<file path="src/rtl/pci_master_req.sv">
// PCI bus initiator: requests the bus on a local start, runs one burst write
// (address phase, len data phases, turnaround) and reports done / master abort.
module pci_master_req #(
  parameter int CNT_W     = 4,
  parameter int ABORT_CYC = 8
) (
  input  logic             clk,
  input  logic             rst_n,
  input  logic             start,
  input  logic [31:0]      addr,
  input  logic [3:0]       cmd,
  input  logic [CNT_W-1:0] len,
  input  logic [31:0]      wdata,
  output logic             wdata_next,
  output logic             busy,
  output logic             done,
  output logic             err,
  output logic             req_n,
  input  logic             gnt_n,
  input  logic             frame_in_n,
  input  logic             irdy_in_n,
  input  logic             trdy_n,
  output logic             frame_n,
  output logic             irdy_n,
  output logic [31:0]      ad,
  output logic [3:0]       cbe_n,
  output logic             oe
);

  localparam int AW = $clog2(ABORT_CYC + 1);
  localparam logic [AW-1:0]    ABORT_LIM = AW'(ABORT_CYC);
  localparam logic [CNT_W-1:0] ONE       = CNT_W'(1);

  typedef enum logic [2:0] {IDLE, REQ, ADDR, DATA, TURN} state_e;

  state_e           state_q, state_d;
  logic [31:0]      addr_q, addr_d;
  logic [3:0]       cmd_q, cmd_d;
  logic [CNT_W-1:0] rem_q, rem_d;
  logic [AW-1:0]    abort_q, abort_d;
  logic             err_q, err_d;
  logic [AW-1:0]    abortInc;

  always_ff @(posedge clk or negedge rst_n) begin
    if (!rst_n) begin
      state_q <= IDLE;
      addr_q  <= '0;
      cmd_q   <= '0;
      rem_q   <= '0;
      abort_q <= '0;
      err_q   <= 1'b0;
    end else begin
      state_q <= state_d;
      addr_q  <= addr_d;
      cmd_q   <= cmd_d;
      rem_q   <= rem_d;
      abort_q <= abort_d;
      err_q   <= err_d;
    end
  end

  always_comb begin
    state_d  = state_q;
    addr_d   = addr_q;
    cmd_d    = cmd_q;
    rem_d    = rem_q;
    abort_d  = abort_q;
    err_d    = err_q;
    abortInc = abort_q + AW'(1);
    case (state_q)
      IDLE: begin
        if (start && (len != '0)) begin
          addr_d  = addr;
          cmd_d   = cmd;
          rem_d   = len;
          err_d   = 1'b0;
          state_d = REQ;
        end
      end
      REQ: begin
        if (!gnt_n && frame_in_n && irdy_in_n) state_d = ADDR;
      end
      ADDR: begin
        abort_d = '0;
        state_d = DATA;
      end
      DATA: begin
        // A ready target always wins over an abort that would fire on the same edge.
        if (!trdy_n) begin
          abort_d = '0;
          if (rem_q == ONE) begin
            err_d   = 1'b0;
            state_d = TURN;
          end else begin
            rem_d = rem_q - ONE;
          end
        end else begin
          if (abort_q != ABORT_LIM) abort_d = abortInc;
          if (abortInc == ABORT_LIM) begin
            err_d   = 1'b1;
            state_d = TURN;
          end
        end
      end
      TURN:    state_d = IDLE;
      default: state_d = IDLE;
    endcase
  end

  // Bus drive values decode from the registered state; only wdata and trdy_n pass through.
  always_comb begin
    busy       = 1'b1;
    done       = 1'b0;
    err        = 1'b0;
    req_n      = 1'b1;
    frame_n    = 1'b1;
    irdy_n     = 1'b1;
    oe         = 1'b0;
    ad         = '0;
    cbe_n      = 4'hF;
    wdata_next = 1'b0;
    case (state_q)
      IDLE: busy = 1'b0;
      REQ:  req_n = 1'b0;
      ADDR: begin
        req_n   = 1'b0;
        oe      = 1'b1;
        frame_n = 1'b0;
        ad      = addr_q;
        cbe_n   = cmd_q;
      end
      DATA: begin
        oe         = 1'b1;
        irdy_n     = 1'b0;
        frame_n    = (rem_q == ONE);
        req_n      = (rem_q == ONE);
        ad         = wdata;
        cbe_n      = 4'h0;
        wdata_next = !trdy_n;
      end
      TURN: begin
        oe   = 1'b1;
        done = 1'b1;
        err  = err_q;
      end
      default: busy = 1'b0;
    endcase
  end

endmodule

</file>
<file path="config.mk">
export PLATFORM = sky130hd
export DESIGN_NAME = pci_master_req
export DESIGN_NICKNAME = d
export VERILOG_FILES = /design/src/rtl/pci_master_req.sv
export SDC_FILE = /design/constraint.sdc
export NUM_CORES = 1
export LEC_CHECK = 0
export CORE_MARGIN = 5
export CORE_UTILIZATION = 38
export CTS_CLUSTER_DIAMETER = 30
export DETAILED_ROUTE_END_ITERATION = 8
export PLACE_DENSITY = 0.82
export SYNTH_ARGS = -nofsm -noshare
export SYNTH_HDL_FRONTEND = slang
export SYNTH_SLANG_ARGS = --single-unit
</file>
<file path="constraint.sdc">
create_clock -name clk -period 1.58 [get_ports clk]
set_input_delay 0.237 -clock clk [delete_from_list [all_inputs] [get_ports clk]]
set_output_delay 0.237 -clock clk [all_outputs]
set_load 0.05 [all_outputs]
</file>
Word-level counts from Yosys, hierarchy flattened --
Cells that the tools add are included.
Storage, ports and cells: memories kept 0, input bits 79, memory bits (read-only) 0, word-level logic and storage cells 67, bits in latches 0, bits in registers 48, RAM bits 0, output and inout bits 44
Operators by class: bitwise operators 0, equality and inequality tests 14, shift operators 0, div/mod/pow operators 0, reduce and logical (&&, ||, !) cells 17, order comparisons 0, $add $sub $neg 2, mux-type cells 28, multipliers 0
Operators by type and width (count):
- one-hot mux 32 bit (2 select lines) | 1
- one-hot mux 4 bit (2 select lines) | 3
- 2-to-1 mux 4 bit | 5
- 2-to-1 mux 3 bit | 5
- one-hot mux 3 bit (4 select lines) | 1
- AND reduction 4 bit | 3
- 2-to-1 mux 1 bit | 10
- != test 3 bit (second input constant) | 3
- != test 2 bit (second input constant) | 4
- equality test 3 x 2 -> 1 bit (second input constant) | 2
- one-hot mux 1 bit (2 select lines) | 3
- adder 4 x 1 -> 4 bit (second input constant) | 1
- equality test 4 x 1 -> 1 bit (second input constant) | 1
- equality test 4 bit (second input constant) | 1
- != test 4 bit (second input constant) | 1
- AND reduction 2 bit | 2
- nonzero test 2 bit | 2
- nonzero test 4 bit | 1
- OR reduction 4 bit | 1
- subtractor 4 x 1 -> 4 bit (second input constant) | 1
- equality test 3 x 1 -> 1 bit (second input constant) | 1
- equality test 3 bit (second input constant) | 1
- logical AND 1 bit | 3
- zero test 3 bit | 1
- 3 further kinds | 4

Depth between registers and ports, before layout --
Gate-level depths: netlist of run 1.
depth after elaboration 5, gate-level depth with buffers 7, depth with buffers taken out 6

Worst setup path before layout of run 1 --
Ideal clock, no wire load.
path type register to output, start point register state_q[0], end point output cbe_n[0], arrival 1.856 ns, buffers on the path 2, data required time 1.343 ns, cell stages (with the launch flop) 4, slack -0.513 ns, cells stage by stage dfrtp_1 > buf_2 > buf_1 > o21ai_0
On the way: word-level cells in the longest chain between the ends 2, elaborated cells between the ends (all ways) 3, those cells by class eq/ne: 2; mux: 1
RTL lines:
- start: declaration | line 36 | state_e state_q, state_d;
- start signal: assignment | line 53 | state_q <= state_d;
- equality test 3 x 2 -> 1 bit | line 122 | case (state_q)
- one-hot mux 4 bit (2 select lines) (*) | line 122
- end: declaration | line 26 | output logic [3:0] cbe_n,
Every way passes the cells marked *; elsewhere a longest branch is shown, timed or not.

Worst setup path after layout of run 1 --
start point register state_q[2], end point output ad[14]
On the way: word-level cells in the longest chain between the ends 2, elaborated cells between the ends (all ways) 3, those cells by class eq/ne: 2; mux: 1
RTL lines:
- equality test 3 x 2 -> 1 bit | line 122
- one-hot mux 32 bit (2 select lines) (*) | line 122
- end: declaration | line 25 | output logic [31:0] ad,
Marked as above.

==> flow_summary.ini, run 1 <==
[power]
pwr-share-comb_pct = 74.5
ir_drop_mv = 1.137
clock_power_share_pct = 6.0
totalPowerFinal_uw = 12810
leakage_uw = 0.002486
p_int_uw = 7306
power.density_nw_per_um2 = 2083
seqPwrFrac_pct = 19.5
switching_share_pct = 42.96
switching_power_uw = 5502

[clock_tree]
worstSkewPairLatency_ns = 0.30
cts_buffer_depth = 2
numClockSinks = 48
cts_tree = built
cts-root-buf = clkbuf_8
path_clk_slew_ns = 0.09
cts_max_level = 2
cts_inserted_buffers = 5

[timing]
slew_violations = 0
finClkSkew_ns = 0.01283
rsz0062_at_grt = true
finalHoldViolations = 0
period_needed_ns = 1.804
finalCritPeriodShare_pct = 114.2
finalSetupViolations = 86
fin_ws_ns = -0.2240
worst_slew_pin_slew_ns = 0.6412
relSlewSlack_pct = 57.25
totalNegativeSetupSlack_ns = -10.73
max_freq_mhz = 554.3

[synthesis]
ys.flop_type = dfrtp_1
synth.largest_area_cell = dfrtp_1
yosysWarningCount = 0
synthTopCellsByArea = dfrtp_1, mux2_4, mux2i_1
synth_edf_count = 0
syn_area_per_cell_sq_um = 11.02
ys_types = 37
synth_cells = 255
seq_area_frac_synth_pct = 42.76
ys_seq_elements = 48
synth_area_sq_um = 2809
async_reset_ff_share_pct = 100.0
syn_nets = 338
synth_top_area_share_pct = 42.76

[worst_setup_path]
ff2ff_path_depth = 6
crit_required_ns = 1.34
path_delay_family = buffers and inverters
cp_num_buf_inv = 3
slowest_stage = dfrtp_2
cp_common_cell = buf_12
slowest_delay_ns = 0.45
endpoint_kind = output port
critical_path.startpoint_type = register
crit_chain = nand2b_4, buf_12, buf_16, nor2_4, buf_12
crit_type = register to output port
critPathMaxFanout = 9
cp.depth = 5
crit_arrival_ns = 1.57

[die]
rows = 31
die_x_um = 95.98
boundaryPins = 123
design.core.area_sq_um = 7214
die-height_um = 95.98
start_util_pct = 38.94
dieArea_sq_um = 9211

[routing]
post_drt_wl_per_cell_um = 21.98
postRouteAntennaNets = 0
vias = 2759
firstDrtPassIters = 4
totalWireLength_mm = 11.58
drt_iter0_drc = 108
vias_per_cell = 5.235
drc = 0

[grt]
grt_use_met1_pct = 26.27
grt_usage_pct = 24.95
antenna_found_initial = 0
busiest_layer = met2
grt_pass1_wl_mm = 17.22
gr-usage-met3_pct = 7.506
grt_pass1_vias = 3146
grtUsageMet2_pct = 47.19
grt_max_degree = 27
grt_overflow = 0

[placement]
port_buffers = 122
place_ws_ns = -0.5057
place_congestion = 0.8194
dp_hpwl_mm = 6.778
dpl-instance-area_sq_um = 4959

[layout]
drive_gt1_share_pct = 57.48
areaGrowthSynthToFinish_pct = 118.9
fin_nets = 510
fin_util_pct = 85.24
num_antenna_cells = 0
fin_area_sq_um = 6150

[run_status]
run_status = finished, violations left
violations = setup timing

[min_path]
min_path_cells = 3
hp-class = primary input to register

[job]
max-cap-violations = 0
[worst paths after layout]
check	endpoint	startpoint	slack, ns
min	rem_q[2]	len[2]	0.39
min in group asynchronous	cmd_q[1]	rst_n	0.50
max	ad[14]	state_q[2]	-0.22
max in group asynchronous	state_q[2]	rst_n	0.49
min reg2reg	addr_q[28]	addr_q[28]	0.54
max reg2reg	addr_q[17]	state_q[0]	-0.14
[sequential cells by signal, summed over array words and instances (netlist names)]
name     count
addr_q      32
abort_q      4
cmd_q        4
rem_q        4
state_q      3
err_q        1
[kinds of logic after synthesis]
family / share of synthesized area [%]
adders and majority gates: 1.782
xor gates and xnor gates: 0.3119
and+or+nand+nor: 12.29
buffers and inverters: 6.325
muxes: 29.18
DFF: 42.76
AOI/OAI and AO/OA: 7.350
[layout by cell type (no fill, tap or decap), drive strengths merged, types with 5 or more instances in the layout]
cell type / netlist / final
a211o: 5 / 5
a21oi: 5 / 5
buf: 12 / 102
clkbuf: 4 / 9
clkdlybuf4s50: 0 / 73
dfrtp: 48 / 48
inv: 13 / 13
mux2: 35 / 35
mux2i: 32 / 32
nand2: 16 / 16
nor2: 38 / 38
o21ai: 17 / 17
[cells in the mapped netlist (2+ instances only)]
cell / number
inv_1: 13
mux2_4: 28
ha_1: 4
buf_6: 2
buf_1: 3
o21ai_0: 16
a211o_1: 4
a21oi_1: 5
nor2b_1: 2
nor3b_1: 4
nand3_1: 2
nor2_2: 2
nand3b_1: 3
mux2i_1: 32
nor2_1: 36
buf_12: 3
nor3_1: 2
clkbuf_1: 4
nand2_1: 16
nand2b_1: 2
mux2_2: 6
buf_2: 4
dfrtp_1: 48
[power by group through the flow]
stage	sequential, uW	combinational [uW]	clock (uW)
after floorplan	2100	4280	0
after global placement	2210	6680	0
after detailed placement	2240	6900	0
after CTS	2430	9160	774
after global routing	2560	9890	830
final	2490	9540	772
[worst min-delay path: cells and delay by family]
family                 cells  cell delay, ns
buffers and inverters      1            0.22
AO/OA/AOI/OAI              2            0.20
[what timing repair did]
action / CTS / global route
cloned: 9 / 0
resized for setup: 127 / 45
endpoints found under the setup margin: 84 / 91
setup buffers: 23 / 8
endpoints found under the hold margin: 25 / 0
pin swaps: 28 / 20
hold buffers: 1 / 0
[routing by layer]
metal | vias up | share of wire, %
met3 | 30 | 7.7
li1 | 1228 | -
met5 | - | 0
met2 | 140 | 54
met4 | 0 | 3.2
met1 | 1361 | 35
[through the flow]
stage / hold WS [ns] / cells
floorplan: -0.05859 / 255
global route: 0.3712 / 527
detailed placement: 0.2932 / 486
finish: 0.3918 / 527
global placement: 0.2731 / 486
CTS: 0.3760 / 526
[cell type report]
cell class              count  area, sq um
well taps                  99        123.9
fillers                   334         1065
clock buffers               8        90.09
repair buffers            181         2409
multi-input cells         178         2272
flip-flops and latches     48         1204
inverters                  13        51.30
(Power assumes the default switching activity.)
==> run 2, diff against run 1 <==
--- a/config.mk
+++ b/config.mk
@@ -5,10 +5,12 @@
 export SDC_FILE = /design/constraint.sdc
 export NUM_CORES = 1
 export LEC_CHECK = 0
+export CORE_ASPECT_RATIO = 1.2
 export CORE_MARGIN = 5
 export CORE_UTILIZATION = 38
 export CTS_CLUSTER_DIAMETER = 30
 export DETAILED_ROUTE_END_ITERATION = 8
+export GPL_ROUTABILITY_DRIVEN = 0
 export PLACE_DENSITY = 0.82
 export SYNTH_ARGS = -nofsm -noshare
 export SYNTH_HDL_FRONTEND = slang
==> flow_summary.ini, run 2 (same netlist as run 1, synthesis figures left out) <==
[run_status]
run_status = finished, violations left
violations = setup timing

[worst_setup_path]
slowest_stage = dfrtp_2
ff2ff_path_depth = 9
crit_required_ns = 1.75
reg2reg_from = state_q[0]
cp_num_buf_inv = 5
critical_path.startpoint_type = register
crit_chain = buf_6, buf_6, buf_6, nand3b_1, buf_6, buf_6, o21ai_0, nor2_1, a211o_1
path_delay_family = buffers and inverters
crit_arrival_ns = 2.07
slowest_delay_ns = 0.46
endpoint_kind = register
critPathMaxFanout = 9
cp_common_cell = buf_6
r2r_slack_ns = -0.32
timing.rr.end = rem_q[0]
crit_type = register to register

[clock_tree]
numClockSinks = 48
cts_buffer_depth = 2
path_clk_slew_ns = 0.10
cts_tree = built
cts_inserted_buffers = 5
worstSkewPairLatency_ns = 0.30
cts-root-buf = clkbuf_8
cts_max_level = 2

[timing]
max_freq_mhz = 527.4
fin_ws_ns = -0.3163
rsz0062_at_grt = true
finClkSkew_ns = 0.01516
finalCritPeriodShare_pct = 120.0
finalSetupViolations = 84
slew_violations = 0
worst_slew_pin_slew_ns = 0.4185
relSlewSlack_pct = 72.01
finalHoldViolations = 0
period_needed_ns = 1.896

[die]
start_util_pct = 38.84
die-height_um = 104.2
rows = 34
boundaryPins = 123
dieArea_sq_um = 9218
die_x_um = 88.49
design.core.area_sq_um = 7232

[routing]
drc = 0
totalWireLength_mm = 11.36
postRouteAntennaNets = 0
firstDrtPassIters = 5
post_drt_wl_per_cell_um = 21.85
vias = 2765
vias_per_cell = 5.317
drt_iter0_drc = 64

[grt]
grt_max_degree = 26
antenna_found_initial = 0
grt_overflow = 0
grt_pass1_wl_mm = 16.29
grt_pass1_vias = 3010
grt_usage_pct = 23.27

[layout]
final_common_cell = clkdlybuf4s50_1
most-common-layout-cells = clkdlybuf4s50_1, buf_12, dfrtp_1
largest-register = addr_q
register_area_sq_um = 1204
drive_gt1_share_pct = 56.05
areaGrowthSynthToFinish_pct = 112.3
largest_reg_flops = 32
fin_nets = 512
fill_cells = 380
num_antenna_cells = 0
multi_input_area_sq_um = 2067

[placement]
port_buffers = 122
dp_hpwl_mm = 6.540
place_ws_ns = -0.4528

[power]
p_int_uw = 7125
seqPwrFrac_pct = 19.7
pwr-share-comb_pct = 73.2
clock_power_share_pct = 7.1
switching_share_pct = 42.65
power.density_nw_per_um2 = 2083
switching_power_uw = 5299
leakage_uw = 0.002448
totalPowerFinal_uw = 12420
ir_drop_mv = 2.115

[min_path]
hp-class = primary input to async pin

[job]
max-cap-violations = 0
run 2: cell count changes in the layout (fill, tap and decap cells not counted), moves of 3 or more:
cell     change
o21ai_0      +5
buf_6        +5
mux2i_2     +18
mux2i_4     -18
nand2_1      +5
nand2_2      -3
run 2: through the flow:
stage	setup TNS [ns]	hold WS [ns]	cells	utilization, %	cell area [sq um]
3_3_place_gp	-15.83	0.1594	476	68.13	4927
4_1_cts	-11.22	0.3582	518	80.90	5851
3_5_place_dp	-17.62	0.1599	476	68.13	4927
2_1_floorplan	-2.036	-0.05859	255	-	3074
6_report	-12.54	0.3724	520	82.46	5963
5_1_grt	-15.95	0.3827	520	82.46	5963
run 2: layout make-up:
class / instances / area share [%]
multi-input combinational: 178 / 34.66
inverter: 13 / 0.8603
clock buffer: 5 / 1.154
timing repair buffer: 183 / 40.54
clock inverter: 3 / 0.7134
tap: 90 / 1.888
sequential: 48 / 20.18
run 2: worst max-delay path by stage:
| stage | start | to | depth (start not counted) |
|---|---|---|---|
| after floorplan | state_q[0] | cbe_n[0] | 3 |
| after CTS | rem_q[1] | frame_n | 6 |
| final | state_q[0] | rem_q[0] | 9 |
| after global routing | rem_q[1] | frame_n | 6 |
| after detailed placement | len[2] | addr_q[13] | 5 |
| after global placement | len[2] | addr_q[12] | 5 |
run 2: worst reg2reg max path, cell delays in order, from the launching register on:
cell      delay (ns)
dfrtp_2         0.46
buf_6           0.12
buf_6           0.08
buf_6           0.08
nand3b_1        0.13
buf_6           0.17
buf_6           0.14
o21ai_0         0.26
nor2_1          0.08
a211o_1         0.25
run 2: repair_timing:
action / in CTS / in global routing
endpoints found under the hold margin: 13 / 0
hold buffers: 1 / 0
buffers inserted: 28 / 6
gates resized for setup: 91 / 36
pin swaps: 8 / 13
setup endpoints to repair: 79 / 91
cloned: 7 / 0
run 2: power groups by stage:
stage	combinational [uW]	sequential [uW]	clock [uW]
floorplan	4280	2100	0
global placement	6650	2240	0
detailed placement	6800	2260	0
CTS	8580	2350	904
global route	9420	2490	952
finish	9100	2440	881
run 2: layer usage:
layer / global-route usage (%) / routed length, um
met5: 0 / 0
met2: 44.28 / 6457
met4: 6.803 / 355
met3: 4.120 / 535
met1: 25.26 / 4013
